==> src/rtl/demux_stream_if.sv <==
// Bus for the registered stream demux: one valid/ready input stream fanned out to
// N_OUT independently back-pressured output channels, plus the drop counter.
interface demux_stream_if #(
    parameter int N_OUT  = 4,
    parameter int DATA_W = 8,
    parameter int SEL_W  = $clog2(N_OUT)
);
    logic                    e;
    logic [SEL_W-1:0]        a;
    logic [DATA_W-1:0]       in_data;
    logic                    in_last;
    logic                    in_valid;
    logic                    in_ready;
    logic [N_OUT*DATA_W-1:0] c_data;
    logic [N_OUT-1:0]        c_last;
    logic [N_OUT-1:0]        c_valid;
    logic [N_OUT-1:0]        c_ready;
    logic [15:0]             drop_cnt;

    modport master (
        output e, a, in_data, in_last, in_valid, c_ready,
        input  in_ready, c_data, c_last, c_valid, drop_cnt
    );

    modport slave (
        input  e, a, in_data, in_last, in_valid, c_ready,
        output in_ready, c_data, c_last, c_valid, drop_cnt
    );
endinterface

==> src/rtl/demux_stream.sv <==
// Registered 1-to-N stream demux. Select/enable lock for the length of a packet;
// each output channel is a one-entry register with its own back-pressure.
module demux_stream_ch #(
    parameter int DATA_W = 8
) (
    input  logic              clk,
    input  logic              rst,
    input  logic              load,
    input  logic [DATA_W-1:0] data,
    input  logic              last,
    input  logic              ready,
    output logic [DATA_W-1:0] q_data,
    output logic              q_last,
    output logic              q_valid
);
    // load wins over drain so a simultaneous drain+reload stays valid
    always_ff @(posedge clk) begin
        if (rst) begin
            q_valid <= 1'b0;
            q_data  <= '0;
            q_last  <= 1'b0;
        end else if (load) begin
            q_valid <= 1'b1;
            q_data  <= data;
            q_last  <= last;
        end else if (ready) begin
            q_valid <= 1'b0;
        end
    end
endmodule

module demux_stream #(
    parameter  int N_OUT  = 4,
    parameter  int DATA_W = 8,
    localparam int SEL_W  = $clog2(N_OUT)
) (
    input  logic          clk,
    input  logic          rst,
    demux_stream_if.slave s
);
    typedef enum logic {IDLE, BUSY} state_t;

    state_t                        state, state_nx;
    logic [SEL_W-1:0]              lock_sel, sel_eff;
    logic                          lock_en, en_eff;
    logic                          is_drop, in_ready, accept, lock_load;
    logic [15:0]                   drop_q;
    logic [N_OUT-1:0]              hit, free, load;
    logic [N_OUT-1:0][DATA_W-1:0]  ch_data;
    logic [N_OUT-1:0]              ch_last, ch_valid;

    always_comb begin
        sel_eff = s.a;
        en_eff  = s.e;
        if (state == BUSY) begin
            sel_eff = lock_sel;
            en_eff  = lock_en;
        end
        // out-of-range selects only exist when N_OUT is not a power of two
        is_drop = !en_eff || !(32'(sel_eff) < N_OUT);
    end

    for (genvar k = 0; k < N_OUT; k++) begin : g_lane
        assign hit[k]  = !is_drop && (sel_eff == SEL_W'(k));
        assign free[k] = !ch_valid[k] || s.c_ready[k];
        assign load[k] = s.in_valid && hit[k] && free[k];
    end

    always_comb begin
        state_nx  = state;
        in_ready  = is_drop || |(hit & free);
        accept    = s.in_valid && in_ready;
        lock_load = accept && (state == IDLE) && !s.in_last;
        if (accept) begin
            if (state == IDLE && !s.in_last)
                state_nx = BUSY;
            else if (state == BUSY && s.in_last)
                state_nx = IDLE;
        end
    end

    always_ff @(posedge clk) begin
        if (rst) begin
            state    <= IDLE;
            lock_sel <= '0;
            lock_en  <= 1'b0;
            drop_q   <= '0;
        end else begin
            state <= state_nx;
            if (lock_load) begin
                lock_sel <= s.a;
                lock_en  <= s.e;
            end
            if (s.in_valid && is_drop && drop_q != 16'hFFFF)
                drop_q <= drop_q + 16'd1;
        end
    end

    demux_stream_ch #(.DATA_W(DATA_W)) u_ch [N_OUT-1:0] (
        .clk     (clk),
        .rst     (rst),
        .load    (load),
        .data    (s.in_data),
        .last    (s.in_last),
        .ready   (s.c_ready),
        .q_data  (ch_data),
        .q_last  (ch_last),
        .q_valid (ch_valid)
    );

    assign s.in_ready = in_ready;
    assign s.c_data   = ch_data;
    assign s.c_last   = ch_last;
    assign s.c_valid  = ch_valid;
    assign s.drop_cnt = drop_q;
endmodule

==> src/flat_wrapper.sv <==
// flat-port wrapper written by rule: the top's interface ports become plain ports
module demux_stream_flat 
#(
    parameter  int N_OUT  = 4,
    parameter  int DATA_W = 8,
    localparam int SEL_W  = $clog2(N_OUT)
)
  (clk, rst, s_e, s_a, s_in_data, s_in_last, s_in_valid, s_c_ready, s_in_ready, s_c_data, s_c_last, s_c_valid, s_drop_cnt);
  demux_stream_if #(.N_OUT(N_OUT), .DATA_W(DATA_W)) s_i ();
  input  logic clk;
  input  logic rst;
  input wire logic [$bits(s_i.e)-1:0] s_e;
  input wire logic [$bits(s_i.a)-1:0] s_a;
  input wire logic [$bits(s_i.in_data)-1:0] s_in_data;
  input wire logic [$bits(s_i.in_last)-1:0] s_in_last;
  input wire logic [$bits(s_i.in_valid)-1:0] s_in_valid;
  input wire logic [$bits(s_i.c_ready)-1:0] s_c_ready;
  output wire logic [$bits(s_i.in_ready)-1:0] s_in_ready;
  output wire logic [$bits(s_i.c_data)-1:0] s_c_data;
  output wire logic [$bits(s_i.c_last)-1:0] s_c_last;
  output wire logic [$bits(s_i.c_valid)-1:0] s_c_valid;
  output wire logic [$bits(s_i.drop_cnt)-1:0] s_drop_cnt;
  assign s_i.e = s_e;
  assign s_i.a = s_a;
  assign s_i.in_data = s_in_data;
  assign s_i.in_last = s_in_last;
  assign s_i.in_valid = s_in_valid;
  assign s_i.c_ready = s_c_ready;
  assign s_in_ready = s_i.in_ready;
  assign s_c_data = s_i.c_data;
  assign s_c_last = s_i.c_last;
  assign s_c_valid = s_i.c_valid;
  assign s_drop_cnt = s_i.drop_cnt;
  demux_stream #(.N_OUT(N_OUT), .DATA_W(DATA_W)) u_core (.clk(clk), .rst(rst), .s(s_i));
endmodule
==> config.mk <==
export PLATFORM = sky130hd
export DESIGN_NAME = demux_stream_flat
export DESIGN_NICKNAME = d
export VERILOG_FILES = /design/src/rtl/demux_stream_if.sv /design/src/rtl/demux_stream.sv /design/src/flat_wrapper.sv
export SDC_FILE = /design/constraint.sdc
export NUM_CORES = 1
export LEC_CHECK = 0
export ABC_AREA = 1
export CAP_MARGIN = 30
export CORE_UTILIZATION = 51
export DETAILED_ROUTE_END_ITERATION = 8
export PLACE_DENSITY = 0.89
export SYNTH_ARGS = -nofsm -noshare
export SYNTH_HDL_FRONTEND = slang
export SYNTH_SLANG_ARGS = --single-unit
==> constraint.sdc <==
create_clock -name clk -period 3.1 [get_ports clk]
set_clock_uncertainty 0.1 [all_clocks]
set_input_delay 0.31 -clock clk [delete_from_list [all_inputs] [get_ports clk]]
set_output_delay 0.31 -clock clk [all_outputs]
set_load 0.1 [all_outputs]
==> results by stage <==
STA:
- In the finished design, the share of the clock period the worst path needs comes to 73.9%.
- The transition time at the pin with the least slew margin is 981 ps.
- The minimum clock period is 2290 ps.
- Setup repair after global routing left no endpoint under its margin.
- The final worst hold slack is between 300 and 400 ps.
- The worst pin sits at a relative slew slack of 34.4%.
- Setup violations remaining at the end of the flow were counted as 0.
- The count of final hold-check violations was 0.
- Setup total negative slack on the finished layout was measured at 0 ps.
- The number of slew-limit violations in the final report was 0.
- The upper clock frequency limit is 437 MHz.

Clock tree:
- The number of clock buffers inserted by TritonCTS is 9.
- TritonCTS built the clock tree.
- Buffers added to address setup during post-CTS repair amount to 0.
- The cell at the root of the clock tree is sky130_fd_sc_hd__clkbuf_8.
- The H-tree generated during clock tree synthesis spans 3 levels.
- The latest clock arrival within the worst-skew pair is between 300 and 400 ps.
- The clock sink total is 60.
- In this run, post-CTS hold repair placed 0 buffers.
- Clock-pin slew was measured on the worst setup and hold paths at roughly 70 ps.
- The longest clock path from root to sink contains 2 buffers.
- The count of instances resized after the clock tree is built is 0.

Synthesis:
- Synthesis produced a netlist with a net count of 400.
- The yosys synthesis warning count is 0.
- The mean instance size in the synthesized netlist is 7.18 um^2.
- The cell area after technology mapping is 2720 um^2.
- The share of synthesized area in the top cell type comes to 44.1%.
- The post-synthesis sequential element count is 60.
- The mux share of post-synthesis cell area is 0%.
- Of the total synthesized cell area, the portion taken by XOR and XNOR cells is 1.93%.
- The distinct cell type count of the synthesized netlist is 31.
- Summing the sequential cell areas from Yosys gives 44.1% of the chip area.
- The dominant combinational cell family by area after synthesis is simple AND/OR/NAND/NOR gates.
- In the post-synthesis netlist, the biggest area contributors are sky130_fd_sc_hd__dfxtp_1 44%, sky130_fd_sc_hd__nor2_1 9.8%, sky130_fd_sc_hd__nand2_1 9.1%.
- The synthesized-area fraction occupied by ao, oa, aoi and oai cells is 11.1%.
- Synthesis produced a netlist whose cell count is 379.
- Of the total synthesized cell area, the portion taken by AND, OR, NAND and NOR gates is 31.5%.
- The synthesized design spends more area on one cell type than any other, namely sky130_fd_sc_hd__dfxtp_1.
- The arithmetic-cell share of the synthesized area counting full adders, half adders and majority gates is 0.920%.

Routing:
- The length of the first detailed-routing pass in iterations is 4.
- Summing over every cut layer, the via total after detailed routing is 2,689.
- After detailed routing, the total wire length is 6640 um.
- In the detailed route, the total length drawn on met2 is 3350 um.
- The total met3 wirelength after detailed routing is 363 um.
- The sum of routed wire segments on met1 is roughly 2800 um.
- After detailed routing, no signal wire sits above met4.
- Using the TritonRoute via totals, the vias-per-cell ratio works out to a little over 5.
- The average wire per cell in the routed design is approximately 13 um.
- The count of nets left with antenna violations once routing finished came out at 0.
- The number of remaining DRC errors is 0.
- The DRC violation total after the first TritonRoute iteration is 108.

Setup path:
- STA classifies the critical path endpoint as an output port.
- In this run the critical register-to-register path is captured at u_core.s.drop_cnt[15].
- The critical path goes through inv_2 > nand2_2 > nand2_2 > nand2_1 > nor2_1 > buf_4 > nor2_2 > nand3_4 > buf_12.
- The category of the most critical setup path is reg -> out.
- The worst reg2reg path startpoint is u_core.s.drop_cnt[0].
- The kind of cell with the highest combined delay along the critical path is simple AND/OR/NAND/NOR gates.
- Data on the critical path is required at its endpoint by 2690 ps.
- In this design, the critical path's most frequently occurring cell is sky130_fd_sc_hd__nand2_2.
- Of all nets on the critical path, the largest fanout is 11.
- The critical path arrival is 1880 ps.
- The buffering stage count on the worst path with inverters included is 3.
- In this run the register-to-register setup slack is 1110 ps.
- On the worst path, the slowest cell contributes a delay of 430 ps.
- Among all stages on the critical path, the largest delay is contributed by sky130_fd_sc_hd__dfxtp_1.
- STA classifies the critical path startpoint as a flop.
- The worst reg-to-reg path cell count is 10.

Worst hold path:
- The worst hold path startpoint is u_core.u_ch[0].q_data[0].
- In this run the worst hold path is classified as reg -> reg.
- The worst-case hold path end point is u_core.u_ch[0].q_data[0].
- The depth of the worst hold-timing path is 2.

Final layout:
- The layout net count is 470.
- The post-route netlist has 18.7% of its cells at a drive strength greater than 1.
- The number of antenna diodes in the final layout is 0.
- The final design utilization is a little under three quarters.
- The post-synthesis to final-layout area growth is 33.7%.

Placement:
- The count of buffers added on input and output ports is 75.
- The detailed-placement wirelength estimate is 4700 um.
- The final weighted congestion in routability-driven placement is 0.879.

Run:
- Across the run, the number of max-cap violations was 0.

Global route:
- The initial antenna violation count is 0.
- The number of global-route vias before repair is 2,400.
- The pin count of the biggest net entering global routing is 32.
- The total congestion overflow after global routing is 0.
- Global routing used 25.5% of the available tracks.
- The first global-routing pass estimated 10,700 um of wire.

Floorplan:
- The boundary pin count is 76.
- The floorplan has 26 rows.
- The die covers 5630 um^2.
- The core area is 5110 um^2.
- The overall die height is 75.0 um.
- The floorplan step set the die width to 75.0 um.
- For this configuration, the core starts out at a cell density of 53.3%.

Pwr:
- In this run the power density over the cells is 612 nW/um^2.
- The worst IR drop on VDD is 0.418 mV.
- In this run the static leakage power is between 0.0015 and 0.002 uW.

Run status:
- The flow ran to the end, and the final reports show no timing, DRC or antenna violations.
==> kinds of logic after synthesis <==
family | count (synthesis)
AND/OR/NAND/NOR | 190
buffers and inverters | 61
AO/OA/AOI/OAI | 60
flip-flops | 60
XOR/XNOR | 6
adder cells (fa/ha/maj) | 2
==> how the worst max path moves through the flow <==
stage | from | to | slack, ps | cells past startpoint
2_1_floorplan | u_core.s.drop_cnt[1] | u_core.s.drop_cnt[11] | 700 | 10
3_3_place_gp | s_e | s_in_ready | 980 | 9
3_5_place_dp | s_a[0] | s_in_ready | 940 | 10
4_1_cts | u_core.state | s_in_ready | 810 | 9
5_1_grt | u_core.state | s_in_ready | 720 | 9
6_report | u_core.state | s_in_ready | 810 | 9
==> cells in the final DEF (no fill, tap or decap), types with 5 or more instances in the layout <==
cell	Yosys	final
sky130_fd_sc_hd__a21oi_1	24	24
sky130_fd_sc_hd__buf_4	11	47
sky130_fd_sc_hd__clkbuf_8	0	9
sky130_fd_sc_hd__clkdlybuf4s50_1	0	31
sky130_fd_sc_hd__dfxtp_1	60	60
sky130_fd_sc_hd__inv_1	37	37
sky130_fd_sc_hd__nand2_1	66	66
sky130_fd_sc_hd__nand2_2	6	6
sky130_fd_sc_hd__nand3_1	18	18
sky130_fd_sc_hd__nand4_1	8	8
sky130_fd_sc_hd__nor2_1	71	71
sky130_fd_sc_hd__nor2_2	5	5
sky130_fd_sc_hd__nor3_1	7	7
sky130_fd_sc_hd__o21ai_0	29	29
sky130_fd_sc_hd__o21ai_1	6	6
==> per-stage QoR <==
step	setup slack [ps]	area (um^2)	total power, uW	instances
after global placement	981	3370	1280	508
after floorplan	695	2720	1180	379
after CTS	815	3640	2230	524
after detailed placement	941	3370	1280	508
final	809	3640	2220	524
after global routing	723	3640	2300	524
==> cell type report <==
type                       instances  area (um^2)
tap                               70         87.6
multi-input combinational        258         1240
clock buffer                       9          124
timing repair buffer              79          683
inverter                          41          156
sequential                        60         1200
clock inverter                     7          146
fill                             410         1470
==> power breakdown <==
group	internal, uW	total (uW)	switching [uW]
clock	622	952	330
sequential	802	822	19.4
combinational	112	451	340
==> synthesized netlist by cell type <==
cell type                  number
sky130_fd_sc_hd__a211oi_1       1
sky130_fd_sc_hd__a21oi_1       24
sky130_fd_sc_hd__and3_1         1
sky130_fd_sc_hd__buf_1          1
sky130_fd_sc_hd__buf_2          1
sky130_fd_sc_hd__buf_4         11
sky130_fd_sc_hd__buf_6          1
sky130_fd_sc_hd__clkbuf_1       6
sky130_fd_sc_hd__clkinv_2       2
sky130_fd_sc_hd__dfxtp_1       60
sky130_fd_sc_hd__ha_1           2
sky130_fd_sc_hd__inv_1         37
sky130_fd_sc_hd__inv_2          2
sky130_fd_sc_hd__nand2_1       66
sky130_fd_sc_hd__nand2_2        6
sky130_fd_sc_hd__nand2_4        1
sky130_fd_sc_hd__nand3_1       18
sky130_fd_sc_hd__nand3_2        1
sky130_fd_sc_hd__nand3_4        1
sky130_fd_sc_hd__nand4_1        8
sky130_fd_sc_hd__nand4_2        1
sky130_fd_sc_hd__nor2_1        71
sky130_fd_sc_hd__nor2_2         5
sky130_fd_sc_hd__nor2_4         1
sky130_fd_sc_hd__nor3_1         7
sky130_fd_sc_hd__nor3_4         1
sky130_fd_sc_hd__nor3b_1        2
sky130_fd_sc_hd__o21ai_0       29
sky130_fd_sc_hd__o21ai_1        6
sky130_fd_sc_hd__xnor2_1        2
sky130_fd_sc_hd__xor2_1         4
==> tightest hold or removal path: cells and delay by family, from the launching register on <==
| kind | cells | cell delay, ps |
|---|---|---|
| flops | 1 | 310 |
| compound gates | 1 | 50 |
| simple gates | 1 | 60 |
==> flip-flops by register name (all words and copies together), names as in the netlist <==
register / count
u_core.lock_en: 1
u_core.lock_sel: 2
u_core.s.drop_cnt: 16
u_core.state: 1
u_core.u_ch.q_data: 32
u_core.u_ch.q_last: 4
u_core.u_ch.q_valid: 4
==> routing by layer <==
metal	global-route usage, %	up-vias
met2	42.5	97
met3	6.43	9
met1	31.1	1241
met4	11.7	0
met5	0	-
li1	-	1342
Note: power is estimated with default switching activity, not from simulation.
==> variant, RTL diff (config.mk and constraints unchanged) <==
`DATA_W` is set to 8 in 4 places; all go to 9.
--- a/src/rtl/demux_stream_if.sv
+++ b/src/rtl/demux_stream_if.sv
@@ -2,7 +2,7 @@
 // N_OUT independently back-pressured output channels, plus the drop counter.
 interface demux_stream_if #(
     parameter int N_OUT  = 4,
-    parameter int DATA_W = 8,
+    parameter int DATA_W = 9,
     parameter int SEL_W  = $clog2(N_OUT)
 );
     logic                    e;
--- a/src/rtl/demux_stream.sv
+++ b/src/rtl/demux_stream.sv
@@ -1,7 +1,7 @@
 // Registered 1-to-N stream demux. Select/enable lock for the length of a packet;
 // each output channel is a one-entry register with its own back-pressure.
 module demux_stream_ch #(
-    parameter int DATA_W = 8
+    parameter int DATA_W = 9
 ) (
     input  logic              clk,
     input  logic              rst,
@@ -31,7 +31,7 @@
 
 module demux_stream #(
     parameter  int N_OUT  = 4,
-    parameter  int DATA_W = 8,
+    parameter  int DATA_W = 9,
     localparam int SEL_W  = $clog2(N_OUT)
 ) (
     input  logic          clk,
--- a/src/flat_wrapper.sv
+++ b/src/flat_wrapper.sv
@@ -2,7 +2,7 @@
 module demux_stream_flat 
 #(
     parameter  int N_OUT  = 4,
-    parameter  int DATA_W = 8,
+    parameter  int DATA_W = 9,
     localparam int SEL_W  = $clog2(N_OUT)
 )
   (clk, rst, s_e, s_a, s_in_data, s_in_last, s_in_valid, s_c_ready, s_in_ready, s_c_data, s_c_last, s_c_valid, s_drop_cnt);
Ports: changed (resized s_c_data and s_in_data); port bits go from 76 to 81. The function was not compared with the original's and may differ.
==> variant against the original RTL <==
Synthesized area is 3.0% higher. Power down 7.0%. Final area rose by 0.93%. Core utilization shrank 0.69 points. Sequential cell count is 4 higher. Routed wire length rose by 8.1%. Worst setup slack lost 0.16 ns. Non-clock buffer count is 4 higher. Sequential share of layout area grew 1.9 points. Critical path type unchanged.
==> variant: results (changes against the original RTL) <==
- DP HPWL: 5.03 mm (+7.0%)
- Leading post-synthesis cells by cell area: dfxtp_1 (46%), nor2_1 (11%), nand2_1 (9.4%)
- Largest net degree at the start of global routing: 42 (+31%)
- Crit-path max FO: 12 (+1)
- Status: completed
- Vias post-DR: 2775 (+3.2%)
- Adder-cell share of the synthesized area: 0.00892 (-0.000271)
- Synth Area per Inst: 7.10 um^2 (-1.1%)
- Hold crit path type: reg -> reg
- Layout cell share with drive strength beyond 1: 0.151 (-0.0362)
- Total CTS buffers: 9 (unchanged)
- Min-delay src: u_core.u_ch[0].q_data[0]
- Sequential fraction of the synthesis area: 0.457 (+0.0156)
- First-pass GRT wire length: 11.7 mm (+9.2%)
- Portion of netlist area occupied by mux cells: 0 (unchanged)
- Post-cts hold buffer count: 0 (unchanged)
- Synth cell types: 25 (-19%)
- Synth Warn #: 0 (unchanged)
- Final Non-Filler Cells: 540 (+3.1%)
- Insertion delay to the later sink of the worst-skew pair: 0.34 ns
- Buffers on Ports: 80 (+6.7%)
- FF-to-FF path depth: 8 (-2)
- Worst r2r src: u_core.s.drop_cnt[0]
- Max VDD drop: 0.000361 V (-14%)
- Root Driver: clkbuf_8
- Total Routing Usage GR: 0.256 (+0.00110)
- Worst R2R Setup Slack: 1.02 ns (-0.09 ns)
- Fin Hold WS: 0.367 ns (+0.00396 ns)
- Slew margin rel.: 0.344 (about the same)
- Cells after DPL: 524 (+3.1%)
- Fin nets: 487 (+3.6%)
- Initial antenna violation count: 0 (unchanged)
- GP Congestion: 0.874 (-0.53%)
- Compound-cell area share of the yosys netlist: 0.119 (+0.00743)
- Routed WL: 7.18 mm (+8.1%)
- Post-cts sizing count: 0 (unchanged)
- Detailed Route Iter0 Violations: 186 (+72%)
- Hold endpoint: u_core.u_ch[0].q_data[0]
- Post-Syn Nets: 417 (+4.3%)
- Clock-pin slew on the worst setup and hold paths: 0.07 ns (about the same)
- Post-DP Area: 0.00347 mm^2 (+3.1%)
- Top cells by count, synth: nor2_1 (79), nand2_1 (70), dfxtp_1 (64)
- Critical path arrival: 2.04 ns (+0.16 ns)
- CTS H-tree lvls: 3 (unchanged)
- Max reg flops: 36 (+13%)
- Number of global-route vias before repair: 2544 (+6.0%)
- CTS max path bufs: 2 (unchanged)
- Leak Pwr: 1.58 nW (-1.1%)
- Antenna Cells: 0 (unchanged)
- XOR/XNOR share of the synthesized area: 0.0187 (-0.000569)
- Crit Reg-Reg Endpoint: u_core.s.drop_cnt[0]
-- variant: changes by cell type after synthesis, sizes merged, moves of 2 or more --
cell    change
nand3       +2
nor2        +4
a21oi       +4
dfxtp       +4
clkinv      -2
buf         +3
o21ai       +2
-- variant: routing by layer --
layer	global-route usage	share of wire	vias up
met5	0	0	-
met4	0.129	0.024	0
met3	0.0743	0.080	13
met2	0.420	0.47	111
met1	0.307	0.42	1260
li1	-	-	1391
-- variant: kinds of logic (layout without fill, tap and decap cells) --
kind of cell,Yosys count,in the layout
AND/OR/NAND/NOR,193,193
AO/OA/AOI/OAI,66,66
flip-flops,64,64
buffers and inverters,64,139
XOR/XNOR,6,6
adder cells (fa/ha/maj),2,2
-- variant: worst max-delay path, stage by stage, from the launching register on --
cell,delay (ns)
dfxtp_1,0.45
inv_2,0.11
nand2_1,0.11
nand3_1,0.09
nor2_2,0.41
nor2_1,0.14
nand3_2,0.19
buf_12,0.20
-- variant: final cells by class --
class | instances | area [um^2]
clock buffers | 13 | 159
clock inverters | 3 | 40.0
fillers | 455 | 1530
inverters | 40 | 150
multi-input cells | 267 | 1230
flip-flops and latches | 64 | 1280
well taps | 70 | 87.6
repair buffers | 83 | 723
-- variant: stage by stage --
step	setup slack [ns]	utilization
2_1_floorplan	0.628	-
3_3_place_gp	0.809	0.667
3_5_place_dp	0.784	0.667
4_1_cts	0.670	0.705
5_1_grt	0.502	0.705
6_report	0.647	0.705
-- variant: worst max path at each step --
stage                               from                   end  slack [ns]  cells past startpoint
CTS                         u_core.state            s_in_ready        0.67                      7
global route                u_core.state            s_in_ready        0.50                      8
detailed placement                   s_e            s_in_ready        0.78                      8
finish                      u_core.state            s_in_ready        0.65                      7
floorplan           u_core.s.drop_cnt[0]  u_core.s.drop_cnt[0]        0.63                      8
global placement                     s_e            s_in_ready        0.81                      8
-- variant: where the power goes --
group          internal (mW)  switching (mW)  leakage (nW)
logic                  0.112           0.352         0.955
clock network          0.413           0.312         0.103
registers              0.856          0.0229         0.519
